<file path="src/rtl/apb_reg_slave_pkg.sv">
// Shared types and sizes for the APB register slave and its decoder.
package apb_reg_slave_pkg;
  localparam int unsigned XLEN       = 64;
  localparam int unsigned PADDR_SIZE = 32;
  localparam int unsigned APB_WAIT_W = 4;

  typedef enum logic {APB_IDLE, APB_ACCESS} ApbSlvState;
endpackage

</file>
<file path="src/rtl/apb_io.sv">
// APB4 link bundle: the requester drives address/control/data, the completer drives the response.
interface ApbIO #(
  parameter int unsigned ADDR_WIDTH = 32,
  parameter int unsigned DATA_WIDTH = 64
);
  logic [ADDR_WIDTH-1:0]   paddr;
  logic                    psel;
  logic                    penable;
  logic                    pwrite;
  logic [2:0]              pprot;
  logic [DATA_WIDTH-1:0]   pwdata;
  logic [DATA_WIDTH/8-1:0] pstrb;
  logic [DATA_WIDTH-1:0]   prdata;
  logic                    pready;
  logic                    pslverr;

  modport master (output paddr, psel, penable, pwrite, pprot, pwdata, pstrb,
                  input  prdata, pready, pslverr);
  modport slave  (input  paddr, psel, penable, pwrite, pprot, pwdata, pstrb,
                  output prdata, pready, pslverr);
endinterface

</file>
<file path="src/rtl/apb_reg_slave_decode.sv">
// Combinational address decode: register index plus the illegal-access flag.
module apb_slave_decode
  import apb_reg_slave_pkg::*;
#(
  parameter int unsigned            REG_NUM    = 8,
  parameter logic [PADDR_SIZE-1:0]  BASE_ADDR  = '0,
  parameter logic [REG_NUM-1:0]     RO_MASK    = '0,
  parameter bit                     PRIV_WRITE = 1'b1
)(
  input  logic [PADDR_SIZE-1:0]      paddr_i,
  input  logic                       pwrite_i,
  input  logic [2:0]                 pprot_i,
  output logic [$clog2(REG_NUM)-1:0] idx_o,
  output logic                       err_o
);
  localparam int unsigned           IDX_W  = $clog2(REG_NUM);
  localparam int unsigned           BYTE_W = $clog2(XLEN/8);
  localparam logic [PADDR_SIZE-1:0] SPAN   = PADDR_SIZE'(REG_NUM*XLEN/8);

  logic [PADDR_SIZE-1:0] off;
  logic                  unused_prot;

  // Addresses below BASE_ADDR wrap to huge offsets and land in the range error.
  assign off         = paddr_i - BASE_ADDR;
  assign idx_o       = off[IDX_W+BYTE_W-1:BYTE_W];
  assign unused_prot = ^pprot_i[2:1];

  assign err_o = (off >= SPAN)
               | (off[BYTE_W-1:0] != '0)
               | (pwrite_i & RO_MASK[idx_o])
               | (pwrite_i & PRIV_WRITE & ~pprot_i[0]);
endmodule

</file>
<file path="src/rtl/apb_reg_slave.sv">
// APB4 completer for a bank of XLEN-wide registers with wait states and pslverr.
module apb_reg_slave
  import apb_reg_slave_pkg::*;
#(
  parameter int unsigned           REG_NUM     = 8,
  parameter logic [PADDR_SIZE-1:0] BASE_ADDR   = '0,
  parameter int unsigned           WAIT_CYCLES = 0,
  parameter logic [REG_NUM-1:0]    RO_MASK     = '0,
  parameter bit                    PRIV_WRITE  = 1'b1
)(
  input  logic                      clk,
  input  logic                      rst_n,
  ApbIO.slave                       apb,
  output logic [REG_NUM*XLEN-1:0]   reg_o,
  output logic [REG_NUM-1:0]        wr_o,
  input  logic [REG_NUM*XLEN-1:0]   ro_i
);
  localparam int unsigned IDX_W = $clog2(REG_NUM);
  localparam int unsigned NB    = XLEN/8;

  ApbSlvState                  state_q, state_d;
  logic [APB_WAIT_W-1:0]       cnt_q, cnt_d;
  logic [IDX_W-1:0]            idx;
  logic                        err, pready, we;
  logic [REG_NUM-1:0]          wr_d, wr_q;
  logic [REG_NUM-1:0][XLEN-1:0] reg_q;
  logic [XLEN-1:0]             rd_val;

  apb_slave_decode #(
    .REG_NUM(REG_NUM), .BASE_ADDR(BASE_ADDR), .RO_MASK(RO_MASK), .PRIV_WRITE(PRIV_WRITE)
  ) u_dec (
    .paddr_i(apb.paddr), .pwrite_i(apb.pwrite), .pprot_i(apb.pprot),
    .idx_o(idx), .err_o(err)
  );

  always_comb begin
    state_d = state_q;
    cnt_d   = cnt_q;
    case (state_q)
      APB_IDLE:
        if (apb.psel && !apb.penable) begin
          state_d = APB_ACCESS;
          cnt_d   = APB_WAIT_W'(WAIT_CYCLES);
        end
      APB_ACCESS:
        if (!apb.psel)         state_d = APB_IDLE;
        else if (cnt_q != '0)  cnt_d   = cnt_q - 1'b1;
        else if (apb.penable)  state_d = APB_IDLE;
      default: state_d = APB_IDLE;
    endcase
  end

  always_ff @(posedge clk or negedge rst_n)
    if (!rst_n) begin
      state_q <= APB_IDLE;
      cnt_q   <= '0;
    end else begin
      state_q <= state_d;
      cnt_q   <= cnt_d;
    end

  assign pready = (state_q == APB_ACCESS) & (cnt_q == '0) & apb.psel & apb.penable;
  assign we     = pready & apb.pwrite & ~err;
  assign wr_d   = we ? (REG_NUM'(1) << idx) : '0;

  // Strobed byte merge; pstrb=0 still raises the wr_o pulse through wr_d.
  always_ff @(posedge clk or negedge rst_n)
    if (!rst_n) begin
      reg_q <= '0;
      wr_q  <= '0;
    end else begin
      wr_q <= wr_d;
      for (int i = 0; i < REG_NUM; i++)
        if (wr_d[i])
          for (int k = 0; k < NB; k++)
            if (apb.pstrb[k]) reg_q[i][k*8 +: 8] <= apb.pwdata[k*8 +: 8];
    end

  assign rd_val      = RO_MASK[idx] ? ro_i[idx*XLEN +: XLEN] : reg_q[idx];
  assign apb.pready  = pready;
  assign apb.pslverr = pready & err;
  assign apb.prdata  = (pready & ~err) ? rd_val : '0;
  assign reg_o       = reg_q;
  assign wr_o        = wr_q;
endmodule

</file>
<file path="src/flat_wrapper.sv">
// flat-port wrapper written by rule: the top's interface ports become plain ports
module apb_reg_slave_flat import apb_reg_slave_pkg::*;
#(
  parameter int unsigned           REG_NUM     = 8,
  parameter logic [PADDR_SIZE-1:0] BASE_ADDR   = '0,
  parameter int unsigned           WAIT_CYCLES = 0,
  parameter logic [REG_NUM-1:0]    RO_MASK     = '0,
  parameter bit                    PRIV_WRITE  = 1'b1
)
  (clk, rst_n, reg_o, wr_o, ro_i, apb_paddr, apb_psel, apb_penable, apb_pwrite, apb_pprot, apb_pwdata, apb_pstrb, apb_prdata, apb_pready, apb_pslverr);
  ApbIO #(.ADDR_WIDTH(32), .DATA_WIDTH(64)) apb_i ();
  input  logic clk;
  input  logic rst_n;
  output logic [REG_NUM*XLEN-1:0] reg_o;
  output logic [REG_NUM-1:0] wr_o;
  input  logic [REG_NUM*XLEN-1:0] ro_i;
  input wire logic [$bits(apb_i.paddr)-1:0] apb_paddr;
  input wire logic [$bits(apb_i.psel)-1:0] apb_psel;
  input wire logic [$bits(apb_i.penable)-1:0] apb_penable;
  input wire logic [$bits(apb_i.pwrite)-1:0] apb_pwrite;
  input wire logic [$bits(apb_i.pprot)-1:0] apb_pprot;
  input wire logic [$bits(apb_i.pwdata)-1:0] apb_pwdata;
  input wire logic [$bits(apb_i.pstrb)-1:0] apb_pstrb;
  output wire logic [$bits(apb_i.prdata)-1:0] apb_prdata;
  output wire logic [$bits(apb_i.pready)-1:0] apb_pready;
  output wire logic [$bits(apb_i.pslverr)-1:0] apb_pslverr;
  assign apb_i.paddr = apb_paddr;
  assign apb_i.psel = apb_psel;
  assign apb_i.penable = apb_penable;
  assign apb_i.pwrite = apb_pwrite;
  assign apb_i.pprot = apb_pprot;
  assign apb_i.pwdata = apb_pwdata;
  assign apb_i.pstrb = apb_pstrb;
  assign apb_prdata = apb_i.prdata;
  assign apb_pready = apb_i.pready;
  assign apb_pslverr = apb_i.pslverr;
  apb_reg_slave #(.REG_NUM(REG_NUM), .BASE_ADDR(BASE_ADDR), .WAIT_CYCLES(WAIT_CYCLES), .RO_MASK(RO_MASK), .PRIV_WRITE(PRIV_WRITE)) u_core (.clk(clk), .rst_n(rst_n), .apb(apb_i), .reg_o(reg_o), .wr_o(wr_o), .ro_i(ro_i));
endmodule
</file>
<file path="config.mk">
export PLATFORM = sky130hd
export DESIGN_NAME = apb_reg_slave_flat
export DESIGN_NICKNAME = d
export VERILOG_FILES = /design/src/rtl/apb_reg_slave_pkg.sv /design/src/rtl/apb_io.sv /design/src/rtl/apb_reg_slave_decode.sv /design/src/rtl/apb_reg_slave.sv /design/src/flat_wrapper.sv
export SDC_FILE = /design/constraint.sdc
export NUM_CORES = 1
export LEC_CHECK = 0
export ABC_AREA = 1
export BUFFER_PORTS_ARGS = -buffer_cell sky130_fd_sc_hd__clkbuf_2
export CAP_MARGIN = 20
export CORE_AREA = 4 4 469 471
export DETAILED_ROUTE_END_ITERATION = 8
export DIE_AREA = 0 0 473 475
export GPL_TIMING_DRIVEN = 0
export PLACE_DENSITY = 0.38
export SLEW_MARGIN = 20
export SYNTH_ARGS = -nofsm -noshare
export SYNTH_HDL_FRONTEND = slang
export SYNTH_SLANG_ARGS = --single-unit
</file>
<file path="constraint.sdc">
create_clock -name clk -period 2.75 [get_ports clk]
set_input_delay 0.55 -clock clk [delete_from_list [all_inputs] [get_ports clk]]
set_output_delay 0.55 -clock clk [all_outputs]
set_load 0.005 [all_outputs]
</file>
* After elaboration in Yosys (flattened, before gate mapping)
Memories as Yosys holds them, arrays and structs flattened.
Index checks and enable logic that the tools add are counted.
** Word-level totals
- Memory bits (read-only) :: 8
- Bits of input ports :: 624
- Bits in registers :: 525
- Memories kept :: 1
** Memory list
- (name not given) :: words 8, bits a word 1, read ports 1, clocked after Yosys merged registers in 0, write ports 0, line apb_reg_slave.sv:79 : assign rd_val = RO_MASK[idx] ? ro_i[idx*XLEN +: XLEN] : reg_q[idx];
** Cells by class
- Shifts and indexed selects :: 2
- Mux-type cells :: 15
- Eq/ne operators :: 3
- $add $sub $neg :: 1
- $lt $le $gt $ge :: 2
- Bitwise operators :: 15
- Reduce and logical (&&, ||, !) cells :: 70
** Operators with widths (count)
- indexed part select 512 x 10 -> 64 bit :: 1
- binary-select mux 64 bit (select 3 bit) :: 1
- two-way mux 64 bit :: 3
- AND reduction 2 bit :: 64
- greater-or-equal comparator 32 x 7 -> 1 bit (second input constant) :: 1
- two-way mux 4 bit :: 3
- bitwise AND 1 bit :: 9
- two-way mux 8 bit :: 1
- case mux 4 bit (2 select lines) :: 1
- left shift 1 x 3 -> 8 bit (first input constant) :: 1
- two-way mux 1 bit :: 5
- zero test 4 bit :: 1
- less-than comparator 3 x 4 -> 1 bit (second input constant) :: 1
- inequality test 2 bit (second input constant) :: 2
- nonzero test 4 bit :: 1
- subtractor 4 x 1 -> 4 bit (second input constant) :: 1
- NOT 1 bit :: 3
- bitwise OR 1 bit :: 3
- AND reduction 3 bit :: 1
- nonzero test 3 bit :: 1
- inequality test 2 x 1 -> 1 bit (second input constant) :: 1
- case mux 1 bit (2 select lines) :: 1
- logical AND 1 bit :: 1
- zero test 1 bit :: 1

* Longest topological paths before layout
- Word-level depth :: 9
- Depth in mapped cells :: 10
- Mapped depth without buffers :: 9

* Cells and area by module
Synthesis repeated with hierarchy kept, for this count alone.
** Unflattened totals
- Cells, all modules :: 3908
- Area total of the unflattened synthesis :: 27189.8 um^2
** By module, submodules not included
- apb_reg_slave :: cells an instance 3873, area an instance 27028.4 um^2, sequential area each 13137.6 um^2, instances 1
- apb_slave_decode :: cells an instance 35, area an instance 161.4 um^2, sequential area each 0.0 um^2, instances 1

* Worst setup path before layout
No wires, ideal clock.
- Path kind :: input to output
- Start :: input port apb_paddr[6]
- End :: output port apb_prdata[10]
- Required time :: 2200 ps
- Setup slack :: 464 ps
- Stages on the path :: 9
- Arrival :: 1736 ps
- Path through :: nor2_1 nand2_1 nor2_1 nand2_1 nor2_1 buf_2 nand2_1 clkbuf_1 nor2_1
** Between the ends
- Word-level cells in the longest chain between the ends :: 7
** RTL lines
- start, declared :: line flat_wrapper.sv:17 : input wire logic [$bits(apb_i.paddr)-1:0] apb_paddr;
- greater-or-equal comparator 32 x 7 -> 1 bit :: line apb_reg_slave_decode.sv:28 : assign err_o = (off >= SPAN)
- bitwise OR 1 bit :: line apb_reg_slave_decode.sv:29 : | (off[BYTE_W-1:0] != '0)
- bitwise OR 1 bit :: line apb_reg_slave_decode.sv:30 : | (pwrite_i & RO_MASK[idx_o])
- bitwise OR 1 bit :: line apb_reg_slave_decode.sv:31 : | (pwrite_i & PRIV_WRITE & ~pprot_i[0]);
- NOT 1 bit :: line apb_reg_slave.sv:82 : assign apb.prdata = (pready & ~err) ? rd_val : '0;
- bitwise AND 1 bit :: line apb_reg_slave.sv:82
- two-way mux 64 bit :: line apb_reg_slave.sv:82
- end, declared :: line flat_wrapper.sv:24 : output wire logic [$bits(apb_i.prdata)-1:0] apb_prdata;
No other way between the ends.

* Worst setup path in the final report
- Start :: input port apb_paddr[1]
- End :: output port apb_prdata[23]
** Between the ends
- Word-level cells in the longest chain between the ends :: 7
** RTL lines (line)
- greater-or-equal comparator 32 x 7 -> 1 bit or nonzero test 3 bit (tied branches) :: apb_reg_slave_decode.sv:28, apb_reg_slave_decode.sv:29
- bitwise OR 1 bit (*) :: apb_reg_slave_decode.sv:29
- bitwise OR 1 bit (*) :: apb_reg_slave_decode.sv:30
- bitwise OR 1 bit (*) :: apb_reg_slave_decode.sv:31
- NOT 1 bit (*) :: apb_reg_slave.sv:82
- bitwise AND 1 bit (*) :: apb_reg_slave.sv:82
- two-way mux 64 bit (*) :: apb_reg_slave.sv:82
Every way passes the cells marked *; elsewhere a longest branch is shown, timed or not.

==> run metrics <==
vias in the first global route=29800; Peak VDD IR=0.000445 V; RSZ-0062 raised after global routing=true; Worst Path Required=2200 ps; Relative slew margins=24.2%; initial antenna violation count=60; PortBufs=623; FF-to-FF Start=u_core.cnt_q[0]; minimum clock period=3200 ps; placed cells=6809; mean area per synthesized cell=7.98 um2; CP max FO=10; Final Max Slew Viols=0; Syn Nets=3941; HPWL Detailed=171 mm; fin cells=7047; period utilisation layout=117%; top cells by area, synth=dfrtp_1, nand2_1, nand4_1; iteration count of the initial detailed-routing pass=5; share of flip-flops with an asynchronous set or reset=100%; synth unique cells=25; layout cell share with drive strength beyond 1=31.4%; synth warn=0; Most used DFF post-synth=dfrtp_1; worst-margin pin slew=1140 ps; Die Ht=475 um; Layout Utilization=17.5%; list of most frequent post-synthesis cells=nand2_1, nand4_1, dfrtp_1; area leader, netlist=dfrtp_1; Routed Wire Length=223 mm; final worst setup slack=-454 ps; CP startpoint kind=primary input; via count=30600; Total GRT Usage=19.2%; clock skew=19.6 ps; most common cell in the netlist=nand2_1; die area=225000 um2; worst skew pair latency=710 ps; TritonCTS Sinks=525; post-synth top area share=49.7%; post-synthesis register bit count=525; Fin. Hold Viols=0; Setup Viol. Count Final=187; Syn Std Cell Area=26500 um2; largest net degree at the start of global routing=81; dpl cell area=33600 um2; Starting Density=12.2%; CP Class=in2out; chip width=473 um; CTS tree=yes; Num CTS Buffers=75; Setup crit end kind=output port; PwrDens=552 nW/um2; first-pass GRT wire length=290 mm; Reg clk slew, reported paths=60 ps; Routed WL per cell=31.7 um; sequential cell area fraction in the yosys report=49.7%; Cells after Synth=3316; P_leak=0.0195 uW; Hold WC Path Type=in2reg; Fmax=312 MHz; grt ovf=0; DR DRC count=0; failing checks=setup timing; root buf cell=clkbuf_16; outcome=finished, violations left; post-route ant nets=0; maxcap violations=0; crit path DAT=2650 ps; FP Rows=171; IO Pins=1210; finished layout cell area=37800 um2; Max Root-Sink Buffers=3; HP Start=apb_psel; Fillers=24700; Post-synth EDFFs=0; core area=216000 um2; drt initial violations=3261; H-tree levels=3; vias per cell=4.35; area grow syn2layout=42.9%; final net count=4738; CP Launch Point=apb_paddr[1]; TNS Setup=-25420 ps; routability cong.=0.849
## cells by family after synthesis
| logic type | share of synthesized area (%) |
|---|---|
| AO/OA/AOI/OAI | 5.69 |
| XOR/XNOR | 0.0331 |
| adder cells (fa/ha/maj) | 0.0473 |
| buffers and inverters | 6.67 |
| flip-flops | 49.7 |
| AND/OR/NAND/NOR | 37.9 |
## per-layer routing
| layer | global-route usage (%) | vias up | part of all wire, % |
|---|---|---|---|
| met2 | 31.0 | 1682 | 46 |
| met5 | 0 | - | 0.015 |
| met1 | 24.6 | 15600 | 42 |
| met3 | 4.08 | 341 | 7.3 |
| li1 | - | 13000 | - |
| met4 | 8.70 | 6 | 5.1 |
## per-stage QoR
| step | power [uW] | worst slack, ps | hold WS (ps) |
|---|---|---|---|
| 6_report | 20900 | -454 | 80.0 |
| 5_1_grt | 21500 | -545 | 45.5 |
| 4_1_cts | 21000 | -569 | 6.45 |
| 3_5_place_dp | 9960 | -2140 | 491 |
| 3_3_place_gp | 9900 | -13050 | 488 |
| 2_1_floorplan | 8800 | 464 | 254 |
## flip-flops by register name, summed over array words and instances (netlist names)
register        count
u_core.reg_o      512
u_core.wr_o         8
u_core.cnt_q        4
u_core.state_q      1
## repair_timing
action                                 CTS  global route
gates cloned                             1             0
buffers inserted                        75             4
resized for setup                      246            74
hold buffers                             1             0
endpoints found under the hold margin   40             0
pin swaps                               69            12
setup endpoints to repair              577           569
## final timing paths
check / slack [ps] / depth (start not counted) / end
worst max-delay path: -450 / 12 / apb_prdata[23]
worst max register to register: -150 / 11 / u_core.reg_o[253]
min in group asynchronous: 360 / 2 / u_core.wr_o[2]
worst min register to register: 500 / 2 / u_core.reg_o[399]
max in group asynchronous: 330 / 6 / u_core.reg_o[322]
worst min-delay path: 80 / 3 / u_core.state_q
## layout make-up
| cell class | instances | area, um2 | area share [%] |
|---|---|---|---|
| Inverter | 88 | 334 | 0.884 |
| Sequential cell | 525 | 13100 | 34.8 |
| Tap cell | 2854 | 3570 | 9.45 |
| Multi-Input combinational cell | 2373 | 11900 | 31.5 |
| Antenna cell | 24 | 60.1 | 0.159 |
| Timing Repair Buffer | 721 | 4210 | 11.1 |
| Clock inverter | 32 | 505 | 1.34 |
| Clock buffer | 101 | 2130 | 5.63 |
| Buffer | 329 | 1950 | 5.15 |
## placed cells by master, fill, tap and decap left out, types with 24 or more instances in the layout
cell type / instances
a21oi_1: 75
buf_2: 63
buf_4: 113
clkbuf_1: 92
clkbuf_16: 81
clkbuf_2: 712
dfrtp_1: 525
diode_2: 24
inv_1: 81
nand2_1: 1236
nand4_1: 577
nor2_1: 124
nor2_4: 34
o2111ai_1: 52
o221ai_1: 67
or2_2: 160
## power breakdown
part	switching, uW	internal, uW	total (uW)
sequential	26.1	7760	7780
clock	4280	6560	10800
combinational	1680	573	2260
## worst max-delay path: stages
cell       delay [ps]
clkbuf_2          100
nor2_1             90
nand2_1            70
nor2_1            130
nand2_1           240
nor2_2            250
buf_4             290
nand2_8           190
clkbuf_16         210
buf_12            150
nor2_4            210
clkbuf_2          150
Power figures use the tool's default switching activity.
